**src/rtl/pixel_tap_shift_reg_if.sv**
```systemverilog
// ----------------------------------------------------------------------------
// pixel_tap_shift_reg_if
// Pixel stream bundle between a pixel source and the tap shift register.
//
// Handshake: valid-only stream, no backpressure. A pixel is transferred on
// every rising clock edge where in_valid=1; the consumer must always accept.
// On the output side out_valid=1 marks the single cycle in which taps_out
// holds a freshly completed window; the sink must capture it that cycle.
//
// Signals
//   in_valid   : pixel_in is presented this cycle (master -> slave)
//   pixel_in   : incoming pixel, WIDTH bits         (master -> slave)
//   sol        : start of line, qualified by in_valid (master -> slave)
//   flush      : shift in one padding pixel         (master -> slave)
//   taps_out   : window, [WIDTH-1:0] newest tap     (slave -> master)
//   out_valid  : new complete window this cycle     (slave -> master)
//   fill_level : number of valid taps, saturating   (slave -> master)
// ----------------------------------------------------------------------------
interface pixel_tap_shift_reg_if #(
   parameter int WIDTH = 8,
   parameter int DEPTH = 3
);
   logic                         in_valid;
   logic [WIDTH-1:0]             pixel_in;
   logic                         sol;
   logic                         flush;
   logic [DEPTH*WIDTH-1:0]       taps_out;
   logic                         out_valid;
   logic [$clog2(DEPTH+1)-1:0]   fill_level;

   modport master (
      output in_valid, pixel_in, sol, flush,
      input  taps_out, out_valid, fill_level
   );

   modport slave (
      input  in_valid, pixel_in, sol, flush,
      output taps_out, out_valid, fill_level
   );
endinterface

```
**src/rtl/pixel_tap_shift_reg.sv**
```systemverilog
// ----------------------------------------------------------------------------
// pixel_tap_shift_reg
// Horizontal DEPTH-tap window generator for the edge-detection datapath.
// Each accepted pixel shifts into tap[0]; tap[DEPTH-1] is the oldest.
// Row boundaries are handled by start-of-line (sol) restart with optional
// padding, and by end-of-line flush that shifts in a padding pixel.
//
// Parameters
//   WIDTH    : bits per pixel (>=1)
//   DEPTH    : number of taps (>=2)
//   PAD_MODE : 0 = none (wait for fill), 1 = zero pad, 2 = replicate edge
//
// Ports
//   i_clock : single clock, rising edge
//   i_reset : synchronous, active-high reset (highest priority)
//   bus     : slave side of pixel_tap_shift_reg_if (stream in, window out)
// ----------------------------------------------------------------------------
module pixel_tap_shift_reg #(
   parameter int WIDTH    = 8,
   parameter int DEPTH    = 3,
   parameter int PAD_MODE = 0
) (
   input  logic                   i_clock,
   input  logic                   i_reset,
   pixel_tap_shift_reg_if.slave   bus
);
   localparam int FW = $clog2(DEPTH + 1);
   localparam logic [FW-1:0] FILL_FULL = FW'(DEPTH);

   logic [WIDTH-1:0] r_tap [DEPTH];
   logic [FW-1:0]    r_fill;
   logic             r_out_valid;

   logic [WIDTH-1:0] w_tap_next [DEPTH];
   logic [FW-1:0]    w_fill_next;
   logic             w_accept;
   logic             w_flush_eff;
   logic [WIDTH-1:0] w_pad;

   assign w_accept = bus.in_valid;

   // A flush only counts when there is something to drain, a padding policy
   // exists, and no real pixel competes for the same cycle.
   assign w_flush_eff = bus.flush && !bus.in_valid && (r_fill != '0) &&
                        (PAD_MODE != 0);

   // Replicate mode pads with the current edge pixel, zero mode with 0.
   assign w_pad = (PAD_MODE == 2) ? r_tap[0] : '0;

   always_comb begin
      w_tap_next  = r_tap;
      w_fill_next = r_fill;
      if (w_accept && bus.sol) begin
         // New row: prior window contents are discarded.
         for (int i = 1; i < DEPTH; i++) begin
            w_tap_next[i] = (PAD_MODE == 2) ? bus.pixel_in : '0;
         end
         w_tap_next[0] = bus.pixel_in;
         w_fill_next   = (PAD_MODE == 0) ? FW'(1) : FILL_FULL;
      end else if (w_accept) begin
         for (int i = 1; i < DEPTH; i++) begin
            w_tap_next[i] = r_tap[i-1];
         end
         w_tap_next[0] = bus.pixel_in;
         w_fill_next   = (r_fill == FILL_FULL) ? r_fill : r_fill + FW'(1);
      end else if (w_flush_eff) begin
         // Drain shift; fill is deliberately left unchanged.
         for (int i = 1; i < DEPTH; i++) begin
            w_tap_next[i] = r_tap[i-1];
         end
         w_tap_next[0] = w_pad;
      end
   end

   always_ff @(posedge i_clock) begin
      if (i_reset) begin
         for (int i = 0; i < DEPTH; i++) begin
            r_tap[i] <= '0;
         end
         r_fill      <= '0;
         r_out_valid <= 1'b0;
      end else begin
         r_tap       <= w_tap_next;
         r_fill      <= w_fill_next;
         r_out_valid <= (w_accept || w_flush_eff) && (w_fill_next == FILL_FULL);
      end
   end

   // Pack taps so the newest pixel lands in the lowest slice.
   for (genvar g = 0; g < DEPTH; g++) begin : g_pack
      assign bus.taps_out[g*WIDTH +: WIDTH] = r_tap[g];
   end

   assign bus.out_valid  = r_out_valid;
   assign bus.fill_level = r_fill;
endmodule

```
**src/flat_wrapper.sv**
```systemverilog
// flat-port wrapper written by rule: the top's interface ports become plain ports
module pixel_tap_shift_reg_flat 
#(
   parameter int WIDTH    = 8,
   parameter int DEPTH    = 3,
   parameter int PAD_MODE = 0
)
  (i_clock, i_reset, bus_in_valid, bus_pixel_in, bus_sol, bus_flush, bus_taps_out, bus_out_valid, bus_fill_level);
  pixel_tap_shift_reg_if #(.WIDTH(WIDTH), .DEPTH(DEPTH)) bus_i ();
  input  logic i_clock;
  input  logic i_reset;
  input wire logic [$bits(bus_i.in_valid)-1:0] bus_in_valid;
  input wire logic [$bits(bus_i.pixel_in)-1:0] bus_pixel_in;
  input wire logic [$bits(bus_i.sol)-1:0] bus_sol;
  input wire logic [$bits(bus_i.flush)-1:0] bus_flush;
  output wire logic [$bits(bus_i.taps_out)-1:0] bus_taps_out;
  output wire logic [$bits(bus_i.out_valid)-1:0] bus_out_valid;
  output wire logic [$bits(bus_i.fill_level)-1:0] bus_fill_level;
  assign bus_i.in_valid = bus_in_valid;
  assign bus_i.pixel_in = bus_pixel_in;
  assign bus_i.sol = bus_sol;
  assign bus_i.flush = bus_flush;
  assign bus_taps_out = bus_i.taps_out;
  assign bus_out_valid = bus_i.out_valid;
  assign bus_fill_level = bus_i.fill_level;
  pixel_tap_shift_reg #(.WIDTH(WIDTH), .DEPTH(DEPTH), .PAD_MODE(PAD_MODE)) u_core (.i_clock(i_clock), .i_reset(i_reset), .bus(bus_i));
endmodule
```
**config.mk**
```make
export PLATFORM = sky130hd
export DESIGN_NAME = pixel_tap_shift_reg_flat
export DESIGN_NICKNAME = d
export VERILOG_FILES = /design/src/rtl/pixel_tap_shift_reg_if.sv /design/src/rtl/pixel_tap_shift_reg.sv /design/src/flat_wrapper.sv
export SDC_FILE = /design/constraint.sdc
export NUM_CORES = 1
export LEC_CHECK = 0
export CORE_MARGIN = 5
export CORE_UTILIZATION = 43
export CTS_CLUSTER_DIAMETER = 50
export DETAILED_ROUTE_END_ITERATION = 10
export HOLD_SLACK_MARGIN = 0.03
export PLACE_DENSITY = 0.77
export SETUP_SLACK_MARGIN = 0.2
export SLEW_MARGIN = 20
export SYNTH_ARGS = -nofsm -noshare
export SYNTH_HDL_FRONTEND = slang
export SYNTH_SLANG_ARGS = --single-unit
```
**constraint.sdc**
```tcl
create_clock -name i_clock -period 1.2 [get_ports i_clock]
set_input_delay 0.12 -clock i_clock [delete_from_list [all_inputs] [get_ports i_clock]]
set_output_delay 0.12 -clock i_clock [all_outputs]
set_load 0.03 [all_outputs]
```
==> out/qor.yml <==
slew_viol_final: 0
final_antenna_net_count: 0
min_period_ns: 0.990
synth_area_um2: 1120
ys_seq_area_share_pct: 48.3
clockRootBuffer: "clkbuf_4"
startpoint_type: "flip-flop"
reg2reg_depth: 3
syn_to_final_growth_pct: 46.0
overflow: 0
drc: 0
vias: 937
finalSetupTns_ns: 0
dpl.hpwl_mm: 1.86
hp-start: "bus_in_valid"
p_leak_nw: 0.658
grt_pass1_wl_mm: 4.09
hold_depth: 3
die_w_um: 61.0
routed_wl_mm: 2.66
ir_drop_mv: 1.05
slowest_stage: "dfxtp_2"
clock-sinks: 27
path_depth: 1
status: "complete, no violations"
core_um2: 2480
path_cells: "buf_4"
cp_max_fo: 3
tightest_slew_ns: 0.245
grt_usage_pct: 14.8
setup.worst_path.class: "flip-flop to output port"
cap_viol_max_count: 0
r2r-start: "u_core.bus.fill_level[1]"
finalSetupViolCount: 0
holdPathEnd: "u_core.bus.fill_level[1]"
hold_path_class: "input pin to flip-flop"
pre_cts_slack_ns: -0.0361
htreeDepth: 1
final_cells: 190
multi_input_area_um2: 444
clk_latency_ns: 0.33
max_slew_margin_pct: 83.5
drive_above_1_share_pct: 54.4
finalNetCount: 174
power.density_nw_per_um2: 1020
ys_types: 17
syn_inst: 108
rrSetupSlack_ns: 0.26
hold_violations: 0
syn_nets: 121
avgSynthCellArea_um2: 10.4
viasPerCell: 4.93
rsz0062_at_grt: "true"
final.setup.worst_slack_ns: 0.210
gp_congestion: 0.658
arrival_ns: 0.87
dr.pass1.iters: 4
cts_buffers: 3
antenna_found_initial: 0
grt_max_degree: 29
initialDrtViolationCount: 10
timing.rr.end: "u_core.bus.fill_level[0]"
start_util_pct: 45.2
max_clock_freq_mhz: 1010
cp.required_ns: 1.08
first_global_vias: 989
post-place-cells: 180
die_h_um: 61.0
crit_family: "flip-flops"
finalClockSkew_ns: 0.00607
cts_tree: "built"
ys_warn_count: 0
cp-end-kind: "output port"
drt-wirelength-per-cell_um: 14.0
io_pins: 40
rows: 18
seqCellArea_um2: 572
dieArea_um2: 3720
path_clk_slew_ns: 0.15
io_buffers: 38
crit_path_max_incr_delay_ns: 0.38
fillCellCount: 218
fin_crit_sh_pct: 82.5
path_buf_inv: 1
antenna_cells: 0
clockBufferDepth: 2
ys_seq_elements: 27
==> sequential cells by signal, indices dropped and copies added, names as in the netlist <==
name                   flops
u_core.bus.out_valid       1
u_core.bus.fill_level      2
u_core.bus.taps_out       24
==> cells by family after synthesis <==
| family | share of synthesized area [%] |
|---|---|
| AOI/OAI and AO/OA | 21.3 |
| buffers and inverters | 12.1 |
| DFF | 48.3 |
| and+or+nand+nor | 11.2 |
| muxes | 7.15 |
==> repair_timing <==
item,in CTS,in global routing
hold buffers,0,0
resized for setup,171,19
setup buffers,0,6
setup endpoints to repair,27,19
gates cloned,0,0
==> cells in the final DEF, fill, tap and decap left out <==
cell | netlist | layout
buf_4 | 0 | 41
dfxtp_2 | 0 | 25
inv_1 | 16 | 16
nand2_1 | 16 | 16
clkdlybuf4s50_1 | 0 | 10
nor2_1 | 9 | 9
o32ai_2 | 9 | 9
mux2i_1 | 8 | 8
o32ai_1 | 6 | 6
clkbuf_4 | 0 | 3
buf_6 | 2 | 3
nor4bb_1 | 2 | 2
buf_2 | 5 | 2
buf_12 | 1 | 2
dfxtp_1 | 27 | 2
nor3_1 | 1 | 1
or2_1 | 1 | 1
a21oi_1 | 1 | 1
a211oi_1 | 1 | 1
o32ai_4 | 1 | 1
clkinvlp_4 | 0 | 1
==> layout make-up <==
cell class                      instances  share of cell area, %
Inverter                               16                   3.67
Clock inverter                          1                  0.459
Timing Repair Buffer                   58                   30.1
Multi-Input combinational cell         55                   27.2
Clock buffer                            3                   1.38
Sequential cell                        27                   35.0
Tap cell                               30                   2.30
==> routing by layer <==
metal	vias to the layer above	routed length (µm)	share of wire, %	global-route usage (%)
met3	9	196	7.4	3.35
met2	38	1320	50	25.5
met1	422	1060	40	16.4
met5	-	0	0	0
li1	468	-	-	-
met4	0	87	3.3	9.29
==> synth_stat cells <==
cell type   n  area, µm²
a211oi_1    1       7.51
a21oi_1     1       5.00
buf_12      1       20.0
buf_2       5       25.0
buf_6       2       22.5
clkbuf_1    2       7.51
dfxtp_1    27        541
inv_1      16       60.1
mux2i_1     8       80.1
nand2_1    16       60.1
nor2_1      9       33.8
nor3_1      1       5.00
nor4bb_1    2       20.0
o32ai_1     6       52.6
o32ai_2     9        146
o32ai_4     1       27.5
or2_1       1       6.26
==> worst max path at each step <==
stage / from / end / slack [ns]
6_report: u_core.bus.taps_out[3] / bus_taps_out[3] / 0.21
4_1_cts: u_core.bus.taps_out[3] / bus_taps_out[3] / 0.14
3_3_place_gp: bus_sol / u_core.bus.taps_out[11] / 0.02
5_1_grt: u_core.bus.taps_out[3] / bus_taps_out[3] / 0.16
2_1_floorplan: u_core.bus.taps_out[14] / u_core.bus.taps_out[14] / 0.26
3_5_place_dp: bus_sol / u_core.bus.taps_out[10] / -0.04
==> where the power goes <==
group / internal (mW) / switching (mW)
Clock: 0.128 / 0.275
Combinational: 0.148 / 0.163
Sequential: 0.929 / 0.0209
Total: 1.20 / 0.458
==> stage by stage <==
stage	cell area (µm²)	total power, mW	utilization, %	hold WS [ns]
floorplan	1120	1.13	-	0.196
global route	1640	1.73	66.0	0.214
detailed placement	1590	1.27	64.1	0.483
CTS	1560	1.65	62.9	0.195
global placement	1590	1.26	64.1	0.473
finish	1640	1.66	66.0	0.213
No activity file was read; power rests on OpenSTA's default activity.
